$ cat config.mk
export PLATFORM = sky130hd
export DESIGN_NAME = axi_slave_mem
export DESIGN_NICKNAME = d
export VERILOG_FILES = /design/src/rtl/axi_pkg.sv /design/src/rtl/axi_slave_regfile.sv /design/src/rtl/axi_slave_mem.sv
export SDC_FILE = /design/constraint.sdc
export NUM_CORES = 1
export LEC_CHECK = 0
export BUFFER_PORTS_ARGS = -buffer_cell sky130_fd_sc_hd__buf_2
export CORE_MARGIN = 4
export CORE_UTILIZATION = 60
export CTS_CLUSTER_DIAMETER = 60
export DETAILED_ROUTE_END_ITERATION = 16
export PLACE_DENSITY = 0.76
export SYNTH_ARGS = -nofsm -noshare
export SYNTH_HDL_FRONTEND = slang
export SYNTH_HIERARCHICAL = 1
export SYNTH_SLANG_ARGS = --single-unit
$ cat constraint.sdc
create_clock -name aclk -period 6.1 [get_ports aclk]
set_input_delay 0.61 -clock aclk [delete_from_list [all_inputs] [get_ports aclk]]
set_output_delay 0.61 -clock aclk [all_outputs]
set_load 0.005 [all_outputs]
$ cat src/rtl/axi_pkg.sv
// Shared response codes and FSM state encodings for the single-beat AXI slave memory.
package axi_pkg;

    localparam logic [1:0] RESP_OKAY   = 2'b00;
    localparam logic [1:0] RESP_SLVERR = 2'b10;

    typedef enum logic [1:0] {
        W_IDLE = 2'd0,
        W_ADDR = 2'd1,
        W_DATA = 2'd2,
        W_RESP = 2'd3
    } w_state_e;

    typedef enum logic {
        R_IDLE = 1'b0,
        R_DATA = 1'b1
    } r_state_e;

endpackage

$ cat src/rtl/axi_slave_regfile.sv
// Word storage with a byte-strobed write port and a captured read port.
// A read and a write to the same word on one edge returns the pre-write contents.
module axi_slave_regfile #(
    parameter int DATA_BITS = 32,
    parameter int DEPTH     = 16,
    parameter int IDX_BITS  = $clog2(DEPTH)
) (
    input  logic                   aclk,
    input  logic                   areset_n,
    input  logic                   we,
    input  logic [IDX_BITS-1:0]    waddr,
    input  logic [DATA_BITS-1:0]   wdata,
    input  logic [DATA_BITS/8-1:0] wstrb,
    input  logic                   re,
    input  logic                   rzero,
    input  logic [IDX_BITS-1:0]    raddr,
    output logic [DATA_BITS-1:0]   rdata
);

    localparam int STRB_BITS = DATA_BITS / 8;

    logic [DATA_BITS-1:0] mem_q [DEPTH];
    logic [DATA_BITS-1:0] mem_d [DEPTH];
    logic [DATA_BITS-1:0] rdata_q;
    logic [DATA_BITS-1:0] rdata_d;

    always_comb begin
        mem_d = mem_q;
        if (we) begin
            for (int b = 0; b < STRB_BITS; b++) begin
                if (wstrb[b]) begin
                    mem_d[waddr][8*b +: 8] = wdata[8*b +: 8];
                end
            end
        end
    end

    // Out-of-range reads capture zero instead of aliasing onto a real word.
    always_comb begin
        rdata_d = rdata_q;
        if (re) begin
            rdata_d = rzero ? '0 : mem_q[raddr];
        end
    end

    always_ff @(posedge aclk or negedge areset_n) begin
        if (!areset_n) begin
            mem_q   <= '{default: '0};
            rdata_q <= '0;
        end else begin
            mem_q   <= mem_d;
            rdata_q <= rdata_d;
        end
    end

    assign rdata = rdata_q;

endmodule

$ cat src/rtl/axi_slave_mem.sv
// Single-beat AXI slave backed by a small word memory; independent read and write FSMs
// with registered handshake outputs.
module axi_slave_mem
    import axi_pkg::*;
#(
    parameter int DATA_BITS = 32,
    parameter int ADDR_BITS = 32,
    parameter int DEPTH     = 16
) (
    input  logic                   aclk,
    input  logic                   areset_n,
    input  logic                   aw_valid,
    output logic                   aw_ready,
    input  logic [ADDR_BITS-1:0]   aw_addr,
    input  logic                   w_valid,
    output logic                   w_ready,
    input  logic [DATA_BITS-1:0]   w_data,
    input  logic [DATA_BITS/8-1:0] w_strb,
    output logic                   b_valid,
    input  logic                   b_ready,
    output logic [1:0]             b_resp,
    input  logic                   ar_valid,
    output logic                   ar_ready,
    input  logic [ADDR_BITS-1:0]   ar_addr,
    output logic                   r_valid,
    input  logic                   r_ready,
    output logic [DATA_BITS-1:0]   r_data,
    output logic [1:0]             r_resp
);

    localparam int STRB_BITS  = DATA_BITS / 8;
    localparam int BYTE_SHIFT = $clog2(STRB_BITS);
    localparam int IDX_BITS   = $clog2(DEPTH);

    function automatic logic addr_ok(input logic [ADDR_BITS-1:0] a);
        return (a >> (BYTE_SHIFT + IDX_BITS)) == '0;
    endfunction

    function automatic logic [IDX_BITS-1:0] idx_of(input logic [ADDR_BITS-1:0] a);
        return a[BYTE_SHIFT +: IDX_BITS];
    endfunction

    w_state_e               w_state_q, w_state_d;
    logic [ADDR_BITS-1:0]   awaddr_q, awaddr_d;
    logic [DATA_BITS-1:0]   wdata_q, wdata_d;
    logic [STRB_BITS-1:0]   wstrb_q, wstrb_d;
    logic [1:0]             b_resp_q, b_resp_d;
    logic                   aw_ready_q, aw_ready_d;
    logic                   w_ready_q, w_ready_d;
    logic                   b_valid_q, b_valid_d;

    r_state_e               r_state_q, r_state_d;
    logic [1:0]             r_resp_q, r_resp_d;
    logic                   ar_ready_q, ar_ready_d;
    logic                   r_valid_q, r_valid_d;

    logic                   aw_hs, w_hs, ar_hs;
    logic                   commit;
    logic [ADDR_BITS-1:0]   cm_addr;
    logic [DATA_BITS-1:0]   cm_data;
    logic [STRB_BITS-1:0]   cm_strb;
    logic                   mem_we, rd_en, rd_zero;
    logic [IDX_BITS-1:0]    mem_waddr, mem_raddr;

    assign aw_hs = aw_valid && aw_ready_q;
    assign w_hs  = w_valid && w_ready_q;
    assign ar_hs = ar_valid && ar_ready_q;

    // cm_* selects whichever half of the write was latched earlier versus arriving now.
    always_comb begin
        w_state_d = w_state_q;
        awaddr_d  = awaddr_q;
        wdata_d   = wdata_q;
        wstrb_d   = wstrb_q;
        b_resp_d  = b_resp_q;
        commit    = 1'b0;
        cm_addr   = aw_addr;
        cm_data   = w_data;
        cm_strb   = w_strb;
        case (w_state_q)
            W_IDLE: begin
                if (aw_hs && w_hs) begin
                    commit    = 1'b1;
                    w_state_d = W_RESP;
                end else if (aw_hs) begin
                    awaddr_d  = aw_addr;
                    w_state_d = W_ADDR;
                end else if (w_hs) begin
                    wdata_d   = w_data;
                    wstrb_d   = w_strb;
                    w_state_d = W_DATA;
                end
            end
            W_ADDR: begin
                if (w_hs) begin
                    commit    = 1'b1;
                    cm_addr   = awaddr_q;
                    w_state_d = W_RESP;
                end
            end
            W_DATA: begin
                if (aw_hs) begin
                    commit    = 1'b1;
                    cm_data   = wdata_q;
                    cm_strb   = wstrb_q;
                    w_state_d = W_RESP;
                end
            end
            W_RESP: begin
                if (b_valid_q && b_ready) begin
                    w_state_d = W_IDLE;
                end
            end
            default: w_state_d = W_IDLE;
        endcase
        if (commit) begin
            b_resp_d = addr_ok(cm_addr) ? RESP_OKAY : RESP_SLVERR;
        end
        aw_ready_d = (w_state_d == W_IDLE) || (w_state_d == W_DATA);
        w_ready_d  = (w_state_d == W_IDLE) || (w_state_d == W_ADDR);
        b_valid_d  = (w_state_d == W_RESP);
    end

    always_comb begin
        r_state_d = r_state_q;
        r_resp_d  = r_resp_q;
        rd_en     = 1'b0;
        case (r_state_q)
            R_IDLE: begin
                if (ar_hs) begin
                    rd_en     = 1'b1;
                    r_resp_d  = addr_ok(ar_addr) ? RESP_OKAY : RESP_SLVERR;
                    r_state_d = R_DATA;
                end
            end
            R_DATA: begin
                if (r_valid_q && r_ready) begin
                    r_state_d = R_IDLE;
                end
            end
            default: r_state_d = R_IDLE;
        endcase
        ar_ready_d = (r_state_d == R_IDLE);
        r_valid_d  = (r_state_d == R_DATA);
    end

    always_ff @(posedge aclk or negedge areset_n) begin
        if (!areset_n) begin
            w_state_q  <= W_IDLE;
            awaddr_q   <= '0;
            wdata_q    <= '0;
            wstrb_q    <= '0;
            b_resp_q   <= '0;
            aw_ready_q <= 1'b0;
            w_ready_q  <= 1'b0;
            b_valid_q  <= 1'b0;
            r_state_q  <= R_IDLE;
            r_resp_q   <= '0;
            ar_ready_q <= 1'b0;
            r_valid_q  <= 1'b0;
        end else begin
            w_state_q  <= w_state_d;
            awaddr_q   <= awaddr_d;
            wdata_q    <= wdata_d;
            wstrb_q    <= wstrb_d;
            b_resp_q   <= b_resp_d;
            aw_ready_q <= aw_ready_d;
            w_ready_q  <= w_ready_d;
            b_valid_q  <= b_valid_d;
            r_state_q  <= r_state_d;
            r_resp_q   <= r_resp_d;
            ar_ready_q <= ar_ready_d;
            r_valid_q  <= r_valid_d;
        end
    end

    assign mem_we    = commit && addr_ok(cm_addr);
    assign mem_waddr = idx_of(cm_addr);
    assign mem_raddr = idx_of(ar_addr);
    assign rd_zero   = !addr_ok(ar_addr);

    axi_slave_regfile #(
        .DATA_BITS (DATA_BITS),
        .DEPTH     (DEPTH),
        .IDX_BITS  (IDX_BITS)
    ) u_regfile (
        .aclk     (aclk),
        .areset_n (areset_n),
        .we       (mem_we),
        .waddr    (mem_waddr),
        .wdata    (cm_data),
        .wstrb    (cm_strb),
        .re       (rd_en),
        .rzero    (rd_zero),
        .raddr    (mem_raddr),
        .rdata    (r_data)
    );

    assign aw_ready = aw_ready_q;
    assign w_ready  = w_ready_q;
    assign b_valid  = b_valid_q;
    assign b_resp   = b_resp_q;
    assign ar_ready = ar_ready_q;
    assign r_valid  = r_valid_q;
    assign r_resp   = r_resp_q;

endmodule

==> metrics.txt <==
HP Class input pin to asynchronous set/reset pin; ys flop type dfrtp_1; first-pass GRT wire length around 100,000 microns; Syn Std Cell Area 0.0281 sq mm; first-pass detailed-route iteration total 5; period utilization 0.618; fin nets around 2,300; EDFF count, synth 0; Critical R2R Capture u_regfile/mem_q[356]; Clock Pin Slew Worst Setup and Hold Paths about 0.060 ns; WS Path Type flop to flop; area occupied by registers around 0.015 sq mm; share of layout cells above drive strength 1 0.404; Die Y ~220 microns; final worst setup slack 2.33 ns; Routed Antenna Nets 0; CP cell instances nand4b_1 > mux2_2 > nand2b_1 > nor3_1 > nand2_1 > mux2_2; WP depth 6; startpoint types flop; commonest cells after routing, fill and taps aside dfrtp_1 (619), mux2_2 (604), mux2i_1 (256); chip width 224 microns; setup TNS 0 ns; grt total ovfl 0; warnings from Yosys 6; CTS tree done; RSZ-0062 raised after global routing no; global-route usage over all layers 0.258; Resized cells post-CTS 0; Num CTS Buffers 66; Critical Path Slowest Stage Cell nor3_1; Max Slew Vio Count 0; Critical Path RT 6.56 ns; Yosys reg bits 619; maxcap violations 0; sequential share of the synthesized area 0.552; largest net degree at the start of global routing about 190; Clk Latency, worst-skew pair 0.59 ns; largest delay contributor family on the critical path simple AND/OR/NAND/NOR gates; Clk Tree Root Cell clkbuf_16; worst reg-to-reg setup slack about 2.3 ns; fmax ~270 MHz; Syn Inst Count slightly above 2,000; CTS max path bufs 3; Avg Inst Size Synth ~14 sq um; Remaining DRCs 0; Worst slew margin 0.174; slowest stage delay, CP between 0.7 and 0.8 ns; Final Critical Period 3.77 ns; CP Data Arrival Time 4.23 ns; Die ar. roughly 0.050 sq mm; detailed-placement wirelength estimate ~40,000 microns; crit-path max FO 8; setup bufs post-CTS 0; worst reg2reg startpoint w_state_q[1]; Vias/cell about 6.2; Placement Setup Slack around 2.3 ns; Core ar. between 0.04 and 0.05 sq mm; P_leak 0.0159 uW; Synth cell types 40; clk_skew between 0.02 and 0.025 ns; H-tree level count 3; Post-synth ARST share 1.00; CP dominant cell by count mux2_2; Starting Density 0.613; Vias about 17,000; Fillers ~3,200; routed wire length around 65,000 microns; Rows between 70 and 80; number of global-route vias before repair approximately 18,000; Bufs and invs on worst path 0; Final Hold Vio Count 0; commonest non-fill, non-tap cell in the layout dfrtp_1; Critical Path End Type flop; Worst-Margin Slew 1.24 ns; # IOs about 150; PwrDens 297 mW/mm^2; Post-CTS Hold Fix Bufs 0; outcome completed; number of antenna violations at the first check in global routing 0; Port Buffers around 140; Detailed Route Iter0 Violations about 1,300; GPL Wtd Cong between 0.7 and 0.8; clock sinks between 600 and 700; R2R depth 6; mean routed wirelength per cell between 20 and 25 microns; maximum VDD drop 287 uV; synthesis-to-layout area growth 11.8%; area of the multi-input gates 0.0120 sq mm; endpoints failing setup 0
==> kinds of logic after synthesis <==
kind of cell	Yosys count	synth area share
mux	875	0.340
flops	619	0.552
simple gates	237	0.0420
compound gates	167	0.0431
buf+inv	158	0.0229
other cells	1	0.000134
==> how the worst max path moves through the flow <==
stage	startpoint	endpoint	slack, ns
global placement	w_valid	u_regfile/mem_q[0]	2.44
CTS	w_state_q[1]	u_regfile/mem_q[356]	2.47
finish	w_state_q[1]	u_regfile/mem_q[356]	2.33
global route	w_state_q[1]	u_regfile/mem_q[355]	2.32
detailed placement	w_valid	u_regfile/mem_q[6]	2.31
floorplan	w_valid	u_regfile/mem_q[0]	3.40
==> flip-flops by register name, summed over array words and instances (netlist names) <==
| register | count |
|---|---|
| awaddr_q | 30 |
| r_valid | 1 |
| ar_ready | 1 |
| aw_ready | 1 |
| wstrb_q | 4 |
| w_ready | 1 |
| b_valid | 1 |
| r_resp | 1 |
| w_state_q | 2 |
| wdata_q | 32 |
| u_regfile/rdata | 32 |
| u_regfile/mem_q | 512 |
| b_resp | 1 |
==> worst reg2reg max path: stages, from the launching register on <==
cell and delay, ns:
dfrtp_1 0.44, nand4b_1 0.50, mux2_2 0.53, nand2b_1 0.25, nor3_1 0.76, nand2_1 0.70
mux2_2 0.48
==> layer usage <==
layer	vias to the layer above	routed length, microns	global-route usage
met1	9090	27900	0.352
met5	-	0	0
met3	119	3450	0.0415
li1	7720	-	-
met2	448	32100	0.430
met4	0	1850	0.0879
==> synth_stat cells, types with 4 or more instances <==
| library cell | instances | area, sq um |
|---|---|---|
| a21oi_1 | 34 | 170 |
| a22oi_1 | 96 | 721 |
| and2_1 | 5 | 31.3 |
| buf_1 | 9 | 33.8 |
| buf_2 | 34 | 170 |
| clkbuf_1 | 75 | 282 |
| dfrtp_1 | 619 | 15500 |
| inv_1 | 38 | 143 |
| mux2_1 | 14 | 158 |
| mux2_2 | 604 | 6800 |
| mux2i_1 | 256 | 2560 |
| nand2_1 | 114 | 428 |
| nand2_2 | 6 | 37.5 |
| nand2b_1 | 4 | 25.0 |
| nand3_1 | 34 | 170 |
| nand4_1 | 4 | 25.0 |
| nor2_1 | 14 | 52.6 |
| nor2_2 | 7 | 43.8 |
| nor2_4 | 9 | 101 |
| nor3_1 | 7 | 35.0 |
| nor4_1 | 18 | 113 |
| o221ai_1 | 32 | 280 |
| or2_2 | 5 | 31.3 |
==> area by class of cell <==
class	count	share of cell area
repair buffers	156	0.0283
clock buffers	104	0.0647
multi-input cells	1281	0.381
clock inverters	13	0.00387
flip-flops and latches	619	0.494
well taps	600	0.0239
inverters	38	0.00455
diodes	1	0.0000797
==> per-stage QoR <==
step	cell area (sq um)	instances	util	total power (uW)	hold slack, ns
detailed placement	29200	2694	0.639	5460	0.477
floorplan	28100	2058	-	5100	0.314
global placement	29200	2694	0.639	5400	0.467
finish	31400	2812	0.686	9330	0.0596
global route	31400	2811	0.686	9680	0.138
CTS	31400	2811	0.686	9410	0.100
==> report_power, final <==
group          switching, uW  leakage (uW)  internal (uW)
clock                   1570       0.00106           2370
sequential               126       0.00852           4350
combinational            546       0.00629            369
total                   2240        0.0159           7080
(Power assumes the default switching activity.)
